<file path="src/rtl/mul_calculate_pkg.sv">
// -----------------------------------------------------------------------------
// mul_calculate_pkg
//   Constants shared by the iterative multiplier and its companion divider.
//   MUL_WIDTH : operand width (product is 2*MUL_WIDTH bits)
//   MUL_ITERS : number of shift-add iterations per operation
//   MUL_CNT_W : width of the iteration counter
// -----------------------------------------------------------------------------
package mul_calculate_pkg;

  localparam int MUL_WIDTH = 32;
  localparam int MUL_ITERS = 32;
  localparam int MUL_CNT_W = 5;

  typedef logic [MUL_CNT_W-1:0] mul_cnt_t;

endpackage : mul_calculate_pkg

</file>
<file path="src/rtl/mul_calculate_twos_abs.sv">
// -----------------------------------------------------------------------------
// twos_abs
//   Conditional two's-complement negate. Used both to take operand magnitudes
//   and to re-apply the sign to the double-width product.
//   Ports:
//     i_neg  1      1 = output the two's-complement negation of i_val
//     i_val  WIDTH  input value
//     o_val  WIDTH  i_neg ? -i_val : i_val  (modulo 2^WIDTH)
// -----------------------------------------------------------------------------
module twos_abs #(
  parameter int WIDTH = 32
) (
  input  logic             i_neg,
  input  logic [WIDTH-1:0] i_val,
  output logic [WIDTH-1:0] o_val
);

  localparam logic [WIDTH-1:0] ONE = {{(WIDTH-1){1'b0}}, 1'b1};

  // Negating zero wraps back to zero, so no negative zero can appear.
  assign o_val = i_neg ? (~i_val + ONE) : i_val;

endmodule : twos_abs

</file>
<file path="src/rtl/mul_calculate.sv">
// -----------------------------------------------------------------------------
// mul_calculate
//   Iterative radix-2 shift-add multiplier for MULT/MULTU. Signed operands are
//   reduced to magnitudes, multiplied unsigned over 32 iterations, and the
//   product sign is re-applied combinationally on the output path.
//   Ports:
//     clk           system clock, rising edge
//     rst           synchronous reset, active-high
//     start         one-cycle pulse: sample operands and (re)start a multiply
//     signed_mul    1 = MULT (two's complement), 0 = MULTU
//     multiplicand  operand A, sampled only on a start edge
//     multiplier    operand B, sampled only on a start edge
//     hi            product[2*WIDTH-1:WIDTH], sign-corrected
//     lo            product[WIDTH-1:0], sign-corrected
//     mul_done      1 = idle / result valid, 0 = busy
// -----------------------------------------------------------------------------
module mul_calculate
  import mul_calculate_pkg::*;
#(
  parameter int WIDTH = MUL_WIDTH
) (
  input  logic             clk,
  input  logic             rst,
  input  logic             start,
  input  logic             signed_mul,
  input  logic [WIDTH-1:0] multiplicand,
  input  logic [WIDTH-1:0] multiplier,
  output logic [WIDTH-1:0] hi,
  output logic [WIDTH-1:0] lo,
  output logic             mul_done
);

  localparam mul_cnt_t CNT_LAST = MUL_CNT_W'(MUL_ITERS - 1);
  localparam mul_cnt_t CNT_ONE  = MUL_CNT_W'(1);

  // Control and datapath state.
  logic             r_busy;
  mul_cnt_t         r_cnt;
  logic             r_neg;
  logic [WIDTH:0]   r_acc_hi;   // extra bit holds the carry of each add
  logic [WIDTH-1:0] r_acc_lo;   // multiplier bits shift out, product bits in
  logic [WIDTH-1:0] r_mcand;

  logic [WIDTH-1:0]   w_mcand_abs;
  logic [WIDTH-1:0]   w_mplier_abs;
  logic [WIDTH-1:0]   w_addend;
  logic [WIDTH+1:0]   w_sum;
  logic [2*WIDTH-1:0] w_prod_raw;
  logic [2*WIDTH-1:0] w_prod;

  // Operand magnitudes; MULTU passes the raw operands through. A signed
  // 0x80000000 negates to itself, which read unsigned is the right magnitude.
  twos_abs #(.WIDTH(WIDTH)) u_abs_mcand (
    .i_neg (signed_mul & multiplicand[WIDTH-1]),
    .i_val (multiplicand),
    .o_val (w_mcand_abs)
  );

  twos_abs #(.WIDTH(WIDTH)) u_abs_mplier (
    .i_neg (signed_mul & multiplier[WIDTH-1]),
    .i_val (multiplier),
    .o_val (w_mplier_abs)
  );

  // One shift-add step: add the multiplicand when the current multiplier bit
  // (the LSB of acc_lo) is set, then shift the whole accumulator right.
  assign w_addend = r_acc_lo[0] ? r_mcand : '0;
  assign w_sum    = {1'b0, r_acc_hi} + {2'b00, w_addend};

  always_ff @(posedge clk) begin
    // NOTE: every state register here uses non-blocking assignment so all of
    // them update from the same pre-edge values; blocking would chain them.
    if (rst) begin
      r_busy   <= 1'b0;
      r_cnt    <= '0;
      r_neg    <= 1'b0;
      r_acc_hi <= '0;
      r_acc_lo <= '0;
    end else if (start) begin
      r_busy   <= 1'b1;
      r_cnt    <= '0;
      r_neg    <= signed_mul & (multiplicand[WIDTH-1] ^ multiplier[WIDTH-1]);
      r_acc_hi <= '0;
      r_acc_lo <= w_mplier_abs;
    end else if (r_busy) begin
      // {acc_hi, acc_lo} <= {sum, acc_lo} >> 1
      r_acc_hi <= w_sum[WIDTH+1:1];
      r_acc_lo <= {w_sum[0], r_acc_lo[WIDTH-1:1]};
      r_cnt    <= r_cnt + CNT_ONE;
      if (r_cnt == CNT_LAST) begin
        r_busy <= 1'b0;
      end
    end
  end

  // NOTE: r_mcand is only read while busy, and every busy period begins with a
  // start that loads it, so it is deliberately kept out of reset.
  always_ff @(posedge clk) begin
    if (start) begin
      r_mcand <= w_mcand_abs;
    end
  end

  // Sign correction is a full-width negate so the carry crosses HI/LO.
  assign w_prod_raw = {r_acc_hi[WIDTH-1:0], r_acc_lo};

  twos_abs #(.WIDTH(2*WIDTH)) u_sign_prod (
    .i_neg (r_neg),
    .i_val (w_prod_raw),
    .o_val (w_prod)
  );

  assign hi       = w_prod[2*WIDTH-1:WIDTH];
  assign lo       = w_prod[WIDTH-1:0];
  assign mul_done = ~r_busy;

endmodule : mul_calculate

</file>
<file path="config.mk">
export PLATFORM = sky130hd
export DESIGN_NAME = mul_calculate
export DESIGN_NICKNAME = d
export VERILOG_FILES = /design/src/rtl/mul_calculate_pkg.sv /design/src/rtl/mul_calculate_twos_abs.sv /design/src/rtl/mul_calculate.sv
export SDC_FILE = /design/constraint.sdc
export NUM_CORES = 1
export LEC_CHECK = 0
export CAP_MARGIN = 20
export CELL_PAD_IN_SITES_DETAIL_PLACEMENT = 0
export CELL_PAD_IN_SITES_GLOBAL_PLACEMENT = 1
export CORE_MARGIN = 4
export CORE_UTILIZATION = 35
export CTS_CLUSTER_SIZE = 40
export DETAILED_ROUTE_END_ITERATION = 16
export GPL_ROUTABILITY_DRIVEN = 1
export PLACE_DENSITY_LB_ADDON = 0.1
export SLEW_MARGIN = 40
export SYNTH_ARGS = -nofsm -noshare
export SYNTH_HDL_FRONTEND = slang
export SYNTH_SLANG_ARGS = --single-unit
</file>
<file path="constraint.sdc">
create_clock -name clk -period 5.09 [get_ports clk]
set_clock_uncertainty 0.2 [all_clocks]
set_input_delay 1.018 -clock clk [delete_from_list [all_inputs] [get_ports clk]]
set_output_delay 1.018 -clock clk [all_outputs]
set_load 0.02 [all_outputs]
</file>
==> flow_summary.ini, run 1 <==
[run_status]
status = finished, final reports clean

[clock_tree]
postCtsSetupRepairBufs = 0
insertion_delay_ns = 0.35
cts_made_buffers = 9
cts_buffer_depth = 2
htree_levels = 3
cts-root-buf = clkbuf_16
clk_pin_slew_worst_paths_ns = 0.08
cts_sinks = 104
cts_tree = built

[floorplan]
die_w_microns = 162
die_area_sq_um = 26200
num_io_pins = 133
die_y_microns = 162
coreArea_sq_um = 23400
fp-row-count = 56
initial_core_util = 0.354

[setup_path]
cp.required_ns = 3.87
r2r_slack_ns = 1.12
worstReg2RegStart = r_acc_lo[0]$_SDFFE_PP0P_
reg2reg_depth = 13
path_class = register to output pin
end_kind = output pin
r2r_end = r_acc_hi[31]$_SDFFE_PP0P_
crit_arrival_ns = 3.76
worstPathMaxFanout = 8
critPathLaunchType = register

[timing]
rsz0062_at_grt = no
fin_ws_ns = 0.112
hold_viol = 0
fin_crit_ns = 4.98
fmax_mhz = 201
slew_headroom = 0.506
worst_slew_pin_slew_ns = 0.741
setup-violations-final = 0
setup_tns_ns = 0
finalCritPeriodShare = 0.978
final_max_slew_viol_count = 0

[min_path]
hp-class = register to register
hp-start = r_acc_hi[32]$_SDFFE_PP0P_
worstHoldEndpoint = r_acc_hi[32]$_SDFFE_PP0P_
whs_path_depth = 1

[route]
via_per_inst = 5.34
via_count = 7689
ant_nets = 0
avgRoutedWirePerCell_microns = 17.9
wirelength_microns = 25800
dr.pass1.iters = 5
drt_iter0_markers = 526
drc = 0

[global_route]
grt_pass1_vias = 7109
grt_max_degree = 78
antenna_found_initial = 1
grt_first_pass_wirelength_microns = 40700
grt_overflow = 0
gr-usage-all-layers = 0.194

[placement]
place.gp.congestion = 0.878
pre_cts_slack_ns = 0.157
hpwl_microns = 20100
port_buffers = 132

[yosys]
synth_top_flop_cell = dfxtp_1
yosys_register_bits = 104
synth_cells = 995
synth-async-reset-ratio = 0
yosysUniqueCellTypes = 63
syn_area_sq_um = 8290
syn_area_per_cell_sq_um = 8.33
synth_edf_count = 32
ys_warn_count = 0
synth-seq-area-share = 0.290
syn_nets = 1101

[layout]
utilization = 0.443
area_growth_pct = 24.9
mostFrequentLayoutCells = clkdlybuf4s50_1, xnor2_1, nand2_1
layout.cells.most_common = clkdlybuf4s50_1
nets = 1221
drive_above_1_share = 0.0679

[power_and_ir_drop]
p_leak_uw = 0.00403
ir_drop_v = 0.000126
powerDensity_nw_per_um2 = 220

[job]
max_cap_violations = 0
-- cell type report --
cell class,instances,area (sq um)
antenna,1,2.50
clock buffer,11,243
clock inverter,5,46.3
fill,2402,13000
inverter,24,90.1
multi-input combinational,816,5630
sequential,104,2410
tap,319,399
timing repair buffer,160,1540
-- critical path: stages (launching register included) --
cell and delay (ns):
dfxtp_1 0.35, or4_4 0.54, or3_4 0.36, or3_4 0.39
or3_1 0.40, or2_4 0.32, o41ai_2 0.27, xnor2_1 0.15
clkdlybuf4s50_1 0.62
-- synthesized netlist by cell type (3+ instances only) --
| cell type | instances | area (sq um) |
|---|---|---|
| or2_2 | 8 | 50.1 |
| o31ai_1 | 25 | 188 |
| and3_1 | 7 | 43.8 |
| or4_1 | 14 | 105 |
| a21oi_1 | 63 | 315 |
| o22ai_1 | 16 | 100 |
| a31oi_1 | 10 | 62.6 |
| dfxtp_1 | 72 | 1440 |
| edfxtp_1 | 32 | 961 |
| nor2b_1 | 20 | 125 |
| nor2_1 | 60 | 225 |
| and2_1 | 42 | 263 |
| mux2i_1 | 29 | 290 |
| buf_1 | 8 | 30.0 |
| o21bai_1 | 4 | 30.0 |
| clkbuf_1 | 39 | 146 |
| nand3_1 | 12 | 60.1 |
| o21a_1 | 9 | 67.6 |
| a21o_1 | 12 | 90.1 |
| or4_4 | 3 | 33.8 |
| xnor2_1 | 101 | 885 |
| nand4_1 | 11 | 68.8 |
| or3_4 | 3 | 33.8 |
| nand2b_1 | 12 | 75.1 |
| or3_1 | 19 | 119 |
| a211oi_1 | 36 | 270 |
| o41ai_1 | 13 | 114 |
| nor4_1 | 11 | 68.8 |
| ha_1 | 37 | 463 |
| o21ai_0 | 65 | 325 |
| nand2_1 | 73 | 274 |
| xor2_1 | 40 | 350 |
| inv_1 | 24 | 90.1 |
| nor3_1 | 20 | 100 |
| a31o_2 | 3 | 26.3 |
| a311oi_1 | 5 | 43.8 |
-- layer usage --
metal,part of all wire,track usage,vias up,wire (microns)
li1,-,-,3900,-
met1,0.53,0.309,3581,13700
met2,0.42,0.278,190,10800
met3,0.043,0.0188,18,1110
met4,0.011,0.0454,0,279
met5,0,0,-,0
-- report_power, final --
part	total [uW]	internal, uW	leakage, uW	switching [uW]
sequential	956	912	0.000902	44.1
combinational	618	283	0.00299	335
clock	701	356	0.000143	345
-- registers in the layout, summed over array words and instances, names as in the netlist --
name      flops
r_acc_hi     33
r_acc_lo     32
r_busy        1
r_cnt         5
r_mcand      32
r_neg         1
-- cell families (layout without fill, tap and decap cells) --
logic type / Yosys count / count (layout) / share of synthesized area
AO/OA/AOI/OAI: 281 / 281 / 0.222
XOR/XNOR: 141 / 141 / 0.149
adder cells (fa/ha/maj): 38 / 38 / 0.0583
buffers and inverters: 75 / 200 / 0.0356
flip-flops: 104 / 104 / 0.290
multiplexers: 29 / 29 / 0.0350
other: 0 / 1 / 0
AND/OR/NAND/NOR: 327 / 327 / 0.210
-- repair_timing --
| item | CTS | global route |
|---|---|---|
| resized for setup | 17 | 17 |
| hold buffers | 0 | 0 |
| setup endpoints to repair | 20 | 12 |
-- metrics by stage --
stage	area, sq um	hold slack (ns)	instances	power (uW)
global route	10400	0.295	1440	2390
global placement	10000	0.268	1423	1600
finish	10400	0.278	1440	2280
detailed placement	10000	0.267	1423	1600
floorplan	8290	0.242	995	1320
CTS	10300	0.277	1439	2300
-- how the worst max path moves through the flow --
stage,from,end,cells after the start
global placement,r_acc_lo[14]$_SDFFE_PP0P_,hi[14],9
global route,r_acc_lo[19]$_SDFFE_PP0P_,hi[6],8
CTS,r_acc_lo[14]$_SDFFE_PP0P_,hi[30],8
detailed placement,r_acc_lo[2]$_SDFFE_PP0P_,hi[22],9
finish,r_acc_lo[14]$_SDFFE_PP0P_,hi[4],8
floorplan,r_acc_lo[2]$_SDFFE_PP0P_,hi[22],8
(Power assumes the default switching activity.)
==> inputs of run 2 (changes only) <==
--- a/config.mk
+++ b/config.mk
@@ -8,11 +8,11 @@
 export CAP_MARGIN = 20
 export CELL_PAD_IN_SITES_DETAIL_PLACEMENT = 0
 export CELL_PAD_IN_SITES_GLOBAL_PLACEMENT = 1
-export CORE_MARGIN = 4
-export CORE_UTILIZATION = 35
+export CORE_MARGIN = 10
+export CORE_UTILIZATION = 41
 export CTS_CLUSTER_SIZE = 40
 export DETAILED_ROUTE_END_ITERATION = 16
-export GPL_ROUTABILITY_DRIVEN = 1
+export GPL_ROUTABILITY_DRIVEN = 0
 export PLACE_DENSITY_LB_ADDON = 0.1
 export SLEW_MARGIN = 40
 export SYNTH_ARGS = -nofsm -noshare
==> run 2 against run 1 <==
  * Routed wire length down 3.8%
  * Register-to-register slack lost 0.12 ns
  * Cell count is 4.2% lower
  * Sequential share of layout area up 0.36 points
  * Combinational power is essentially flat
  * Non-clock buffer count down 7
  * Cell area fell by 1.5%
  * Critical path type unchanged
==> flow_summary.ini, run 2 (same netlist as run 1, synthesis figures left out) <==
[timing]
setup_tns_ns = 0
fin_crit_ns = 4.97
slew_headroom = 0.462
hold_slack_ns = 0.294
rsz0062_at_grt = no
setup-violations-final = 0
final_max_slew_viol_count = 0
fin_ws_ns = 0.121
worst_slew_pin_slew_ns = 0.806
fmax_mhz = 201
finalCritPeriodShare = 0.976
hold_viol = 0

[setup_path]
cpMostUsedCell = or4_4
cp.required_ns = 3.87
slowest_delay_ns = 0.53
path_buf_inv = 1
crit_slowest_cell = or4_4
critPathLaunchType = register
worstPathMaxFanout = 9
critPathTopFamily = simple AND/OR/NAND/NOR gates
reg2reg_depth = 12
end_kind = output pin
crit_path_cell_trace = or3_1 > or4_1 > or4_4 > or4_4 > or3_4 > o41ai_4 > xnor2_1 > dlygate4sd2_1
crit_arrival_ns = 3.75
cp.depth = 8
path_class = register to output pin

[clock_tree]
cts-root-buf = clkbuf_16
cts_tree = built
cts_made_buffers = 9
insertion_delay_ns = 0.36
clk_pin_slew_worst_paths_ns = 0.07
htree_levels = 3
cts_hold_buffers = 0
cts_buffer_depth = 2
cts_sinks = 104

[global_route]
grt_overflow = 0
grt_first_pass_wirelength_microns = 39700
grt_max_degree = 79
antenna_found_initial = 0
grt_pass1_vias = 7345
gr-usage-all-layers = 0.185

[route]
ant_nets = 0
wirelength_microns = 24900
via_count = 7635
via_per_inst = 5.54
dr.pass1.iters = 5
drt_iter0_markers = 433
drc = 0
avgRoutedWirePerCell_microns = 18.0

[placement]
dp.cells = 1362
dpl_cell_area_sq_um = 9900
pre_cts_slack_ns = 0.0590
hpwl_microns = 19400
port_buffers = 132

[run_status]
status = finished, final reports clean

[min_path]
hp-class = register to register
whs_path_depth = 1

[layout]
instances_no_fill = 1379
nets = 1214
largest_register_ffs = 33
reg_top3 = r_acc_hi (33), r_acc_lo (32), r_mcand (32)
mostFrequentLayoutCells = clkdlybuf4s50_1, xnor2_1, nand2_1
top_register = r_acc_hi
layout.cells.most_common = clkdlybuf4s50_1
area_growth_pct = 23.0
drive_above_1_share = 0.0593
final_area_sq_um = 10200

[job]
max_cap_violations = 0

[floorplan]
coreArea_sq_um = 19700
initial_core_util = 0.422
die_area_sq_um = 26300
num_io_pins = 133
fp-row-count = 51
die_y_microns = 162
die_w_microns = 162

[power_and_ir_drop]
powerDensity_nw_per_um2 = 219
p_leak_uw = 0.00396
ir_drop_v = 0.000159
run 2: changes by cell type in the layout (fill, tap and decap cells not counted), sizes merged:
cell / change
buf: -7
dlygate4sd2: +3
dlymetal6s2s: -3
clkbuf: -2
clkinv: +2
clkdlybuf4s15: +1
inv: -1
run 2: final timing paths:
| kind | slack [ns] | from | endpoint |
|---|---|---|---|
| min | 0.29 | r_acc_hi[32]$_SDFFE_PP0P_ | r_acc_hi[32]$_SDFFE_PP0P_ |
| max | 0.12 | r_acc_lo[2]$_SDFFE_PP0P_ | hi[31] |
| max reg2reg | 1.00 | r_acc_lo[0]$_SDFFE_PP0P_ | r_acc_hi[26]$_SDFFE_PP0P_ |
| min reg2reg | 0.29 | r_acc_hi[32]$_SDFFE_PP0P_ | r_acc_hi[32]$_SDFFE_PP0P_ |
run 2: timing repair:
action	in CTS	in global routing
hold endpoints to repair	0	0
setup endpoints to repair	23	9
gates resized for setup	20	9
setup buffers	0	0
run 2: routing by layer:
| layer | part of all wire | global-route usage | wire length [microns] | vias to the layer above |
|---|---|---|---|---|
| li1 | - | - | - | 3878 |
| met1 | 0.51 | 0.265 | 12600 | 3564 |
| met2 | 0.43 | 0.271 | 10600 | 174 |
| met3 | 0.053 | 0.0389 | 1310 | 19 |
| met4 | 0.013 | 0.0509 | 318 | 0 |
| met5 | 0 | 0 | 0 | - |
run 2: layout make-up:
| cell class | instances | area (sq um) |
|---|---|---|
| Timing Repair Buffer | 153 | 1480 |
| Sequential cell | 104 | 2410 |
| Clock buffer | 10 | 229 |
| Fill cell | 1955 | 9450 |
| Tap cell | 265 | 332 |
| Multi-Input combinational cell | 816 | 5620 |
| Antenna cell | 1 | 2.50 |
| Inverter | 24 | 90.1 |
| Clock inverter | 6 | 45.0 |
run 2: stage by stage:
step	utilization	power, uW
floorplan	-	1320
global placement	0.503	1590
detailed placement	0.504	1590
CTS	0.518	2260
global route	0.519	2350
finish	0.519	2230
run 2: power breakdown:
| group | internal, uW | total (uW) | switching [uW] |
|---|---|---|---|
| logic | 281 | 615 | 335 |
| clock network | 336 | 666 | 330 |
| registers | 912 | 952 | 40.3 |
| total | 1530 | 2230 | 705 |
